### src/rtl/div_tick_gen_pkg.sv
// -----------------------------------------------------------------------------
// div_pkg
// Shared types and default widths for the divided-clock tick generator.
//   div_tick_state_t : FSM state encoding (IDLE, RUN, PEND), 2 bits
//   DIV_RATIO_W      : default width of the programmable edge ratio
//   DIV_CNT_W        : default width of the emitted-tick counter
// -----------------------------------------------------------------------------
package div_pkg;

  typedef enum logic [1:0] {
    IDLE = 2'd0,
    RUN  = 2'd1,
    PEND = 2'd2
  } div_tick_state_t;

  localparam int DIV_RATIO_W = 8;
  localparam int DIV_CNT_W   = 16;

endpackage

### src/rtl/div_tick_gen_edge_det.sv
// -----------------------------------------------------------------------------
// div_edge_det
// Edge detector for clk_div, which is already a register output in the clk
// domain and is therefore sampled directly without a synchronizer.
// Optional feature macro: DIV_TICK_BOTH_EDGES_EN (adds the falling-edge output).
// Ports:
//   clk     in  : rising-edge clock
//   rst     in  : synchronous active-high reset
//   clk_div in  : divider output sampled as data
//   fall    out : clk_div went 1->0 this cycle (only with the macro defined)
//   rise    out : clk_div went 0->1 this cycle (combinational, same cycle)
// -----------------------------------------------------------------------------
module div_edge_det (
  input  logic clk,
  input  logic rst,
  input  logic clk_div,
`ifdef DIV_TICK_BOTH_EDGES_EN
  output logic fall,
`endif
  output logic rise
);

  logic div_q;

  // Previous-cycle copy of clk_div; reset low so a high input right after
  // reset reads as a rise (harmless, the consumer sits in IDLE then).
  always_ff @(posedge clk) begin
    if (rst) begin
      div_q <= 1'b0;
    end else begin
      div_q <= clk_div;
    end
  end

  // Edge decode against the registered copy.
  always_comb begin
    rise = clk_div & ~div_q;
`ifdef DIV_TICK_BOTH_EDGES_EN
    fall = ~clk_div & div_q;
`endif
  end

endmodule

### src/rtl/div_tick_gen.sv
// -----------------------------------------------------------------------------
// div_tick_gen
// Emits a one-cycle tick every `ratio` detected clk_div edges. The ratio is
// reprogrammed with a valid/ready handshake; a new ratio only takes effect at
// a tick boundary (held in a pending register while one is outstanding).
// Optional feature macro: DIV_TICK_BOTH_EDGES_EN (count both clk_div edges).
// Ports:
//   clk       in  : rising-edge clock
//   rst       in  : synchronous active-high reset
//   clk_div   in  : divider output, clk-domain register
//   cfg_valid in  : new ratio offered
//   cfg_ratio in  : offered ratio (0 = disable)
//   cfg_ready out : ratio can be accepted this cycle (not in PEND)
//   tick      out : registered one-cycle strobe
//   tick_cnt  out : number of ticks emitted, wraps
//   active    out : state is not IDLE
// -----------------------------------------------------------------------------
module div_tick_gen
  import div_pkg::*;
#(
  parameter int RATIO_W = DIV_RATIO_W,
  parameter int CNT_W   = DIV_CNT_W
) (
  input  logic               clk,
  input  logic               rst,
  input  logic               clk_div,
  input  logic               cfg_valid,
  input  logic [RATIO_W-1:0] cfg_ratio,
  output logic               cfg_ready,
  output logic               tick,
  output logic [CNT_W-1:0]   tick_cnt,
  output logic               active
);

  div_tick_state_t    state_r;
  logic [RATIO_W-1:0] ratio_r;
  logic [RATIO_W-1:0] pend_r;
  logic [RATIO_W-1:0] evt_cnt_r;
  logic               tick_r;
  logic [CNT_W-1:0]   tick_cnt_r;
  logic               cfg_ready_r;
  logic               active_r;

  logic rise_s;
  logic ev_s;
  logic term_s;
  logic accept_s;

`ifdef DIV_TICK_BOTH_EDGES_EN
  logic fall_s;

  div_edge_det u_edge (
    .clk     (clk),
    .rst     (rst),
    .clk_div (clk_div),
    .fall    (fall_s),
    .rise    (rise_s)
  );
`else
  div_edge_det u_edge (
    .clk     (clk),
    .rst     (rst),
    .clk_div (clk_div),
    .rise    (rise_s)
  );
`endif

  // Event selection, terminal-event detect and handshake acceptance.
  always_comb begin
`ifdef DIV_TICK_BOTH_EDGES_EN
    ev_s = rise_s | fall_s;
`else
    ev_s = rise_s;
`endif
    // cfg_ready_r mirrors (state_r != PEND), so it doubles as the ready term.
    accept_s = cfg_valid & cfg_ready_r;
    // ratio_r is never 0 outside IDLE, so ratio_r-1 cannot underflow here.
    if ((state_r == RUN) || (state_r == PEND)) begin
      term_s = ev_s && (evt_cnt_r == (ratio_r - RATIO_W'(1)));
    end else begin
      term_s = 1'b0;
    end
  end

  // FSM, counters and registered outputs.
  always_ff @(posedge clk) begin
    if (rst) begin
      state_r     <= IDLE;
      ratio_r     <= RATIO_W'(0);
      pend_r      <= RATIO_W'(0);
      evt_cnt_r   <= RATIO_W'(0);
      tick_r      <= 1'b0;
      tick_cnt_r  <= CNT_W'(0);
      cfg_ready_r <= 1'b1;
      active_r    <= 1'b0;
    end else begin
      tick_r <= term_s;
      if (tick_r) begin
        tick_cnt_r <= tick_cnt_r + CNT_W'(1);
      end
      case (state_r)
        IDLE: begin
          evt_cnt_r <= RATIO_W'(0);
          // A zero ratio offered in IDLE is simply consumed.
          if (accept_s && (cfg_ratio != RATIO_W'(0))) begin
            ratio_r  <= cfg_ratio;
            state_r  <= RUN;
            active_r <= 1'b1;
          end
        end
        RUN: begin
          if (term_s) begin
            evt_cnt_r <= RATIO_W'(0);
            // Offer coinciding with the boundary loads directly, no PEND.
            if (accept_s) begin
              ratio_r <= cfg_ratio;
              if (cfg_ratio == RATIO_W'(0)) begin
                state_r  <= IDLE;
                active_r <= 1'b0;
              end
            end
          end else begin
            if (ev_s) begin
              evt_cnt_r <= evt_cnt_r + RATIO_W'(1);
            end
            if (accept_s) begin
              pend_r      <= cfg_ratio;
              state_r     <= PEND;
              cfg_ready_r <= 1'b0;
            end
          end
        end
        PEND: begin
          if (term_s) begin
            evt_cnt_r   <= RATIO_W'(0);
            ratio_r     <= pend_r;
            cfg_ready_r <= 1'b1;
            if (pend_r == RATIO_W'(0)) begin
              state_r  <= IDLE;
              active_r <= 1'b0;
            end else begin
              state_r <= RUN;
            end
          end else if (ev_s) begin
            evt_cnt_r <= evt_cnt_r + RATIO_W'(1);
          end
        end
        default: begin
          state_r     <= IDLE;
          evt_cnt_r   <= RATIO_W'(0);
          cfg_ready_r <= 1'b1;
          active_r    <= 1'b0;
        end
      endcase
    end
  end

  assign cfg_ready = cfg_ready_r;
  assign tick      = tick_r;
  assign tick_cnt  = tick_cnt_r;
  assign active    = active_r;

endmodule

### config.mk
export PLATFORM = sky130hd
export DESIGN_NAME = div_tick_gen
export DESIGN_NICKNAME = d
export VERILOG_FILES = /design/src/rtl/div_tick_gen_pkg.sv /design/src/rtl/div_tick_gen_edge_det.sv /design/src/rtl/div_tick_gen.sv
export SDC_FILE = /design/constraint.sdc
export NUM_CORES = 1
export LEC_CHECK = 0
export CAP_MARGIN = 25
export CORE_MARGIN = 5
export CORE_UTILIZATION = 50
export CTS_CLUSTER_DIAMETER = 60
export CTS_CLUSTER_SIZE = 28
export DETAILED_ROUTE_END_ITERATION = 6
export GPL_ROUTABILITY_DRIVEN = 0
export PLACE_DENSITY_LB_ADDON = 0.25
export SYNTH_ARGS = -nofsm -noshare
export SYNTH_HDL_FRONTEND = slang
export SYNTH_SLANG_ARGS = --single-unit
### constraint.sdc
create_clock -name clk -period 4.95 [get_ports clk]
set_input_delay 0.99 -clock clk [delete_from_list [all_inputs] [get_ports clk]]
set_output_delay 0.99 -clock clk [all_outputs]
set_load 0.01 [all_outputs]
## Word level (Yosys, flattened, before mapping)

Cells that the tools add are included.
Widths: inputs -> output; s select.

| word-level totals | value |
|---|---|
| word-level logic and storage cells | 69 |
| register bits | 46 |
| bits of input ports | 12 |
| output and inout bits | 19 |

| cells by class | value |
|---|---|
| bitwise logic cells | 6 |
| equality and inequality tests | 11 |
| add/sub/neg operators | 3 |
| muxes and demuxes | 25 |
| reduce and logical (&&, ||, !) cells | 15 |

Operators by type and width:

| kind | count |
|---|---|
| $mux 8 | 4 |
| $pmux 8 s3 | 1 |
| $add 16x1->16 const B | 1 |
| $logic_not 8->1 | 2 |
| $mux 2 | 6 |
| $mux 1 | 11 |
| $ne 2x2->1 const B | 5 |
| $add 8x1->8 const B | 1 |
| $eq 8x8->1 | 1 |
| $reduce_and 4->1 | 2 |
| $reduce_bool 8->1 | 1 |
| $sub 8x1->8 const B | 1 |
| $pmux 1 s3 | 2 |
| $pmux 2 s3 | 1 |
| $reduce_and 6->1 | 1 |
| $reduce_and 5->1 | 1 |
| $ne 2x1->1 const B | 2 |
| $not 1->1 | 4 |
| $ne 3x2->1 const B | 1 |
| $reduce_and 3->1 | 1 |
| $reduce_bool 3->1 | 1 |
| $reduce_or 3->1 | 1 |
| $and 1x1->1 | 2 |
| $eq 2x1->1 const B | 1 |
| 5 further kinds | 6 |

## Depth between registers and ports, before layout

Gate-level depths: netlist of run 1.

| logic depth | value |
|---|---|
| depth after elaboration | 6 |
| mapped depth | 9 |
| mapped depth without buffers | 8 |

## Hierarchy

From an unflattened synthesis of run 1, not the netlist that was laid out.

| unflattened totals | value |
|---|---|
| cell total of the unflattened synthesis | 258 |
| area total of the unflattened synthesis | 2,411.1 um^2 |

Modules (own cells, without submodules):

| module | times used | sequential area each (um^2) | area each (um^2) | cells an instance |
|---|---|---|---|---|
| div_tick_gen | 1 | 900.9 | 2,363.5 | 255 |
| div_edge_det | 1 | 20.0 | 47.5 | 3 |

## Least setup slack after synthesis of run 1

Ideal clock, no wire load.

| timing path | value |
|---|---|
| kind | input -> register |
| start point | in clk_div |
| end point | reg state_r[0] |
| path slack | 2.192 ns |
| stages | 7 |
| data required time | 4.829 ns |
| buffers on the path | 1 |
| arrival | 2.637 ns |
| setup time | 0.121 ns |
| cell sequence | nor2b_1 > buf_1 > nand3_1 > a2111oi_4 > nand3_1 > a21oi_1 > mux2_2 |

| on the way | value |
|---|---|
| cells in the longest elaborated chain, start to end | 5 |
| elaborated cells on any way between the ends | 8 |
| those cells by class | eq/ne: 2; mux: 3; bitwise: 1; reduce/logical: 2 |

Ends and longest elaborated chain:

| item | line | source |
|---|---|---|
| start: declaration | div_tick_gen.sv:26 | `input logic clk_div,` |
| $and 1x1->1 (*) | div_tick_gen_edge_det.sv:37 | `rise = clk_div & ~div_q;` |
| $logic_and 1x1->1 (*) | div_tick_gen.sv:79 | `term_s = ev_s && (evt_cnt_r == (ratio_r - RATIO_W'(1)));` |
| $mux 1 (*) | div_tick_gen.sv:78 | `if ((state_r == RUN) \|\| (state_r == PEND)) begin` |
| $ne 3x2->1 (no line) (tied with other cells) | -- |  |
| $reduce_and 4->1 (no line) or $pmux 2 s3 (tied branches) | -- |  |
| end signal: assignment | div_tick_gen.sv:88 | `state_r <= IDLE;` |
| end signal: assignment | div_tick_gen.sv:107 | `state_r <= RUN;` |
| end signal: assignment | div_tick_gen.sv:118 | `state_r <= IDLE;` |
| end: declaration | div_tick_gen.sv:35 | `div_tick_state_t state_r;` |

Every way passes the cells marked *; elsewhere a longest branch is shown, timed or not.
A chain may end at the register's enable or synchronous reset.

## Final worst setup path of run 1

| timing path | value |
|---|---|
| start point | in clk_div |
| end point | reg active_r (netlist: active) |

| on the way | value |
|---|---|
| cells in the longest elaborated chain, start to end | 5 |
| elaborated cells on any way between the ends | 6 |
| those cells by class | eq/ne: 2; mux: 1; bitwise: 1; reduce/logical: 2 |

Ends and longest elaborated chain:

| item | line | source |
|---|---|---|
| $and 1x1->1 (*) | div_tick_gen_edge_det.sv:37 |  |
| $logic_and 1x1->1 (*) | div_tick_gen.sv:79 |  |
| $mux 1 (*) | div_tick_gen.sv:78 |  |
| $ne 2x2->1 (no line) | -- |  |
| $reduce_and 6->1 (no line) (*) | -- |  |
| end signal: assignment | div_tick_gen.sv:95 | `active_r <= 1'b0;` |
| end signal: assignment | div_tick_gen.sv:108 | `active_r <= 1'b1;` |
| end signal: assignment | div_tick_gen.sv:119 | `active_r <= 1'b0;` |
| end: declaration | div_tick_gen.sv:42 | `logic active_r;` |

Marks and branches as above.

==> results of run 1 <==
power by group through the flow:
stage / Clock (mW) / Sequential [mW] / Combinational (mW)
final: 0.235 / 0.462 / 0.460
after floorplan: 0 / 0.460 / 0.382
after CTS: 0.244 / 0.462 / 0.460
after detailed placement: 0 / 0.471 / 0.457
after global routing: 0.261 / 0.471 / 0.511
after global placement: 0 / 0.471 / 0.453
final timing paths:
path                   start  endpoint  cells past startpoint
setup / recovery     clk_div    active                      7
hold / removal        active    active                      2
setup reg to reg  ratio_r[0]    active                      8
hold reg to reg       active    active                      2
per-layer routing:
layer  up-vias  wire [um]
met3         7        212
met5         -          0
met1       871       2180
met4         0         74
li1        979          -
met2        37       2220
stage by stage:
step | instances | hold WS (ns)
4_1_cts | 345 | 0.481
6_report | 345 | 0.479
3_5_place_dp | 337 | 0.463
3_3_place_gp | 337 | 0.462
5_1_grt | 345 | 0.531
2_1_floorplan | 261 | 0.461
synthesized netlist by cell type, types with 2 or more instances:
master    count
nand2b_1      2
a21oi_1      14
xnor2_1       9
nor4_1        4
clkbuf_1      5
and3_1        4
dfxtp_1      46
o21ai_0       9
o31ai_1       3
nor2_1       39
ha_1          7
or4_1         2
nand4_1       8
buf_1         3
nor2b_1       4
or2_2         2
or3_1        10
nor3_1        5
nand2_1      12
inv_1         7
xor2_1       18
mux2i_1      18
nand3_1       8
state kept, by name (all words and copies together), names as in the netlist:
| register | count |
|---|---|
| pend_r | 8 |
| state_r | 2 |
| active | 1 |
| ratio_r | 8 |
| cfg_ready | 1 |
| evt_cnt_r | 8 |
| tick | 1 |
| u_edge.div_q | 1 |
| tick_cnt | 16 |
cell families after synthesis:
logic type | Yosys count | share of synthesized area (%)
DFF | 46 | 39.2
adders and majority gates | 7 | 3.73
xor gates and xnor gates | 27 | 10.1
AOI/OAI and AO/OA | 40 | 13.2
buffers and inverters | 16 | 2.88
muxes | 19 | 8.16
and+or+nand+nor | 106 | 22.8
cell type report:
cell class / count / area (um2)
Tap cell: 54 / 67.6
Timing Repair Buffer: 31 / 308
Multi-Input combinational cell: 199 / 1360
Fill cell: 409 / 1860
Sequential cell: 46 / 921
Inverter: 7 / 26.3
Clock inverter: 1 / 5.00
Clock buffer: 7 / 86.3
tightest hold or removal path, delay by kind of cell, from the launching register on:
kind / cells / cell delay (ns)
flops: 1 / 0.32
buf+inv: 1 / 0.06
compound gates: 1 / 0.05
==> impl_metrics.csv, run 1 <==
group,metric,value,unit
run_status,outcome,"finished, final reports clean",
synth,mappedNetlistArea,2350,um2
grt,grt_pass1_wl,8120,um
cells_and_area,nNetsFinal,309,
placed_design,place_ws,1.47,ns
pwr,internal-power,725,uW
critical_path,start_kind,"input port",
pwr,p_clk_share,20.3,%
synth,synth_edf_count,0,
floorplan,io_pins,31,
synth,ys_seq_elements,46,
pwr,power,1.16,mW
placed_design,placed_area,2680,um2
floorplan,rows,25,
cells_and_area,final_common_cell,"dfxtp_1",
synth,ys_top_cells_by_area,"dfxtp_1 39%, mux2i_1 7.7%, xor2_1 6.7%, nor2_1 6.2%, ha_1 3.7%",
floorplan,die_area,6160,um2
timing,rsz0062_at_grt,"false",
grt,grtUsageMet2,27.1,%
detailed_routing,vias_per_cell,5.49,
timing,fin_crit,3.18,ns
timing,max_freq,315,MHz
grt,grt_pass1_vias,1793,
cts,cts_tree,"done",
pwr,p_leak,1.03,nW
floorplan,die_w,78.5,um
grt,grtUsageMet3,5.39,%
grt,grt_overflow,0,
timing,slew_headroom,54.7,%
cells_and_area,num_antenna_cells,0,
cts,clock_latency,0.30,ns
synth,yosysUniqueCellTypes,45,
critical_path,crit_type,"in -> reg",
pwr,power_switching_share,37.4,%
cts,cts_buffers,5,
pwr,irDropWorstVdd,0.213,mV
critical_path,critical_path_required,5.16,ns
timing,worst_pin_slew,0.677,ns
cts,cts_root_buf,"clkbuf_8",
timing,finClkSkew,0.00745,ns
placed_design,io_buffers,30,
cells_and_area,final_layout_size_suffix_gt1_share,6.53,%
critical_path,cp_slowest_stage_delay,0.47,ns
grt,antenna_found_initial,0,
cts,cts.clk_slew.worst_paths,0.08,ns
hold_path,hold_path_class,"reg -> reg",
critical_path,worstPathArrival,3.39,ns
synth,syn_area_per_cell,8.99,um2
synth,yosysSeqAreaShare,39.2,%
detailed_routing,num_vias,1894,
grt,grt_util_all_layers,16.3,%
timing,fin_ws,1.77,ns
critical_path,crit_fanout,17,
timing,setup_viol,0,
timing,fin_setup_tns,0,ns
floorplan,initial_core_util,50.7,%
synth,synth_fp_nets,280,
detailed_routing,wl,4690,um
grt,busiest_layer,"met2",
grt,use_met1,19.9,%
cells_and_area,design_area,2770,um2
cts,ctsResizeCount,0,
cts,cts.path.max_buffers,2,
floorplan,design.core.area,4630,um2
synth,synth-async-reset-ratio,0,%
critical_path,path_delay_family,"simple AND/OR/NAND/NOR gates",
pwr,p_sw,432,uW
floorplan,die_height,78.5,um
grt,grt_max_degree,35,
critical_path,cpMaxStageDelayCell,"clkdlybuf4s50_1",
synth,synth_ff_type,"dfxtp_1",
timing,timing.final.crit_share,64.2,%
cells_and_area,final_util,59.9,%
cells_and_area,syn2layout_area_growth,18.1,%
cts,clkSinkCount,46,
detailed_routing,drt-pass1-iter-count,4,
synth,yosysTopAreaCell,"dfxtp_1",
critical_path,reg2reg_slack,2.47,ns
cells_and_area,mostFrequentLayoutCells,"46 x dfxtp_1, 39 x nor2_1, 30 x clkdlybuf4s50_1",
detailed_routing,wl_per_cell,13.6,um
detailed_routing,drc,0,
pwr,pwr-share-comb,39.7,%
timing,slew_violations,0,
cts,postCtsHoldBufs,0,
critical_path,end_kind,"flip-flop",
placed_design,hpwl,3370,um
timing,hold_viol_final,0,
critical_path,crit_path_cell_trace,"clkdlybuf4s50_1, nor2b_1, nand3_1, a2111oi_4, a31oi_4, or3_1, a221oi_2",
synth,syn_inst,261,
detailed_routing,drt_iter0_drc,84,
run,drv_cap,0,
synth,yosys_warnings,0,
detailed_routing,ant_nets,0,
critical_path,path_buf_inv,1,
cts,htreeDepth,2,
synth,synth_top_area_share,39.2,%
pwr,power.density,417,nW/um2
pwr,p_seq_share,40.0,%
cts,post_cts_buffers,0,
No activity file was read; power rests on OpenSTA's default activity.
==> inputs of run 2 (changes only) <==
Clock period 4.95 ns to 3.3 ns, I/O delays scaled along.
==> run 2 against run 1 <==
  * Register-to-register slack worse by 1.7 ns
  * Utilization is 0.73 points higher
  * Final cell count is 0.58% higher
  * Non-clock buffer count is 2 higher
  * Largest cell class unchanged
  * Worst hold slack better by 0.0013 ns
  * Combinational power is 51% higher
  * Highest routed layer unchanged
  * Via count is 0.63% higher
  * Sequential cell count stayed put
  * Count of clock-buffer cells in the layout is 1 lower
==> impl_metrics.csv, run 2 (synthesis results as in run 1) <==
group,metric,value,unit
critical_path,worstPathArrival,2.74,ns
cells_and_area,largest_reg_flops,16,
floorplan,design.core.area,4630,um2
floorplan,io_pins,31,
timing,setup_viol,0,
critical_path,crit_fanout,5,
detailed_routing,ant_nets,0,
critical_path,start_kind,"input port",
cts,cts.clk_slew.worst_paths,0.09,ns
floorplan,die_w,78.5,um
run,drv_cap,0,
cts,ctsResizeCount,0,
timing,fin_setup_tns,0,ns
detailed_routing,wl_met2,2400,um
cells_and_area,nNetsFinal,311,
timing,rsz0062_at_grt,"false",
detailed_routing,met1_length,2190,um
timing,finClkSkew,0.00609,ns
timing,fin_crit,2.55,ns
pwr,power.density,642,nW/um2
critical_path,end_kind,"flip-flop",
detailed_routing,drt-pass1-iter-count,4,
floorplan,die_area,6160,um2
cells_and_area,num_antenna_cells,0,
critical_path,crit_type,"in -> reg",
cts,post_cts_buffers,0,
cells_and_area,final_common_cell,"dfxtp_1",
timing,hold_ws,0.480,ns
critical_path,critical_path_required,3.49,ns
grt,grt_util_all_layers,16.9,%
cts,postCtsHoldBufs,0,
grt,grt_overflow,0,
floorplan,initial_core_util,50.7,%
critical_path,r2r_start,"ratio_r[0]",
timing,slew_headroom,54.1,%
grt,grt_pass1_wl,8360,um
placed_design,hpwl,3550,um
placed_design,io_buffers,30,
detailed_routing,vias_per_cell,5.49,
detailed_routing,route.top_layer_used,"met4",
cts,cts_buffers,5,
critical_path,r2r_cells,8,
hold_path,hold_path_class,"reg -> reg",
critical_path,timing.critical_path.from,"clk_div",
cells_and_area,fillers,409,
cts,cts_root_buf,"clkbuf_8",
timing,max_freq,393,MHz
detailed_routing,wl_per_cell,13.9,um
timing,hold_viol_final,0,
cells_and_area,syn2layout_area_growth,19.6,%
detailed_routing,drc,0,
cts,htreeDepth,2,
timing,worst_pin_slew,0.686,ns
grt,antenna_found_initial,0,
cts,cts.path.max_buffers,2,
timing,timing.final.crit_share,77.2,%
detailed_routing,drt_iter0_drc,80,
critical_path,endpoint,"state_r[0]",
cells_and_area,final_layout_size_suffix_gt1_share,7.17,%
timing,slew_violations,0,
detailed_routing,wl,4810,um
floorplan,rows,25,
cts,clkSinkCount,46,
pwr,p_leak,1.04,nW
floorplan,die_height,78.5,um
detailed_routing,met3_length,179,um
run_status,outcome,"finished, final reports clean",
grt,grt_pass1_vias,1902,
hold_path,holdCritStartpoint,"active",
critical_path,timing.rr.end,"state_r[0]",
pwr,irDropWorstVdd,0.279,mV
detailed_routing,num_vias,1906,
cells_and_area,mostFrequentLayoutCells,"46 x dfxtp_1, 39 x nor2_1, 30 x clkdlybuf4s50_1",
cts,clock_latency,0.30,ns
cts,cts_tree,"done",
critical_path,reg2reg_slack,0.81,ns
grt,grt_max_degree,20,
-- run 2: changes by cell type in the layout (fill, tap and decap cells not counted) --
| cell | delta |
|---|---|
| clkbuf_8 | -1 |
| bufinv_16 | +1 |
| clkinv_2 | -1 |
| clkinvlp_4 | +1 |
| buf_4 | +2 |
-- run 2: routing by layer --
layer	global-route usage [%]	up-vias
li1	-	983
met1	20.2	886
met2	28.7	33
met3	5.73	4
met4	5.07	0
met5	0	-
-- run 2: report_power, final --
part | leakage, nW | switching (mW) | total, mW | internal (mW)
logic | 0.614 | 0.398 | 0.695 | 0.297
registers | 0.373 | 0.0704 | 0.694 | 0.623
clock network | 0.0514 | 0.188 | 0.414 | 0.226
-- run 2: worst max-delay path, cell delays in order --
cell             delay (ns)
clkdlybuf4s50_1        0.46
nor2b_1                0.17
nand3_1                0.14
a2111oi_4              0.43
nand3_1                0.26
a21oi_1                0.27
mux2_2                 0.36
-- run 2: per-stage QoR --
step           power (mW)  utilization, %  setup WS (ns)  area [um2]  std cells
2_1_floorplan        1.26               -          0.872        2350        261
3_3_place_gp         1.38            58.2          0.459        2700        339
3_5_place_dp         1.40            58.2          0.386        2700        339
4_1_cts              1.82            60.6          0.708        2810        347
5_1_grt              1.94            60.6          0.572        2810        347
6_report             1.80            60.6          0.754        2810        347
-- run 2: how the worst min path moves through the flow --
stage                  to  slack [ns]  cells after the start
3_3_place_gp       active        0.46                      2
5_1_grt            active        0.51                      2
4_1_cts            active        0.48                      2
3_5_place_dp       active        0.46                      2
6_report           active        0.48                      2
2_1_floorplan  ratio_r[7]        0.46                      2
-- run 2: area by class of cell --
class                           count  area (um2)  area share (%)
Sequential cell                    46         921            32.8
Clock inverter                      2        37.5            1.34
Multi-Input combinational cell    199        1360            48.4
Inverter                            7        26.3           0.936
Tap cell                           54        67.6            2.41
Clock buffer                        6        72.6            2.59
Timing Repair Buffer               33         323            11.5
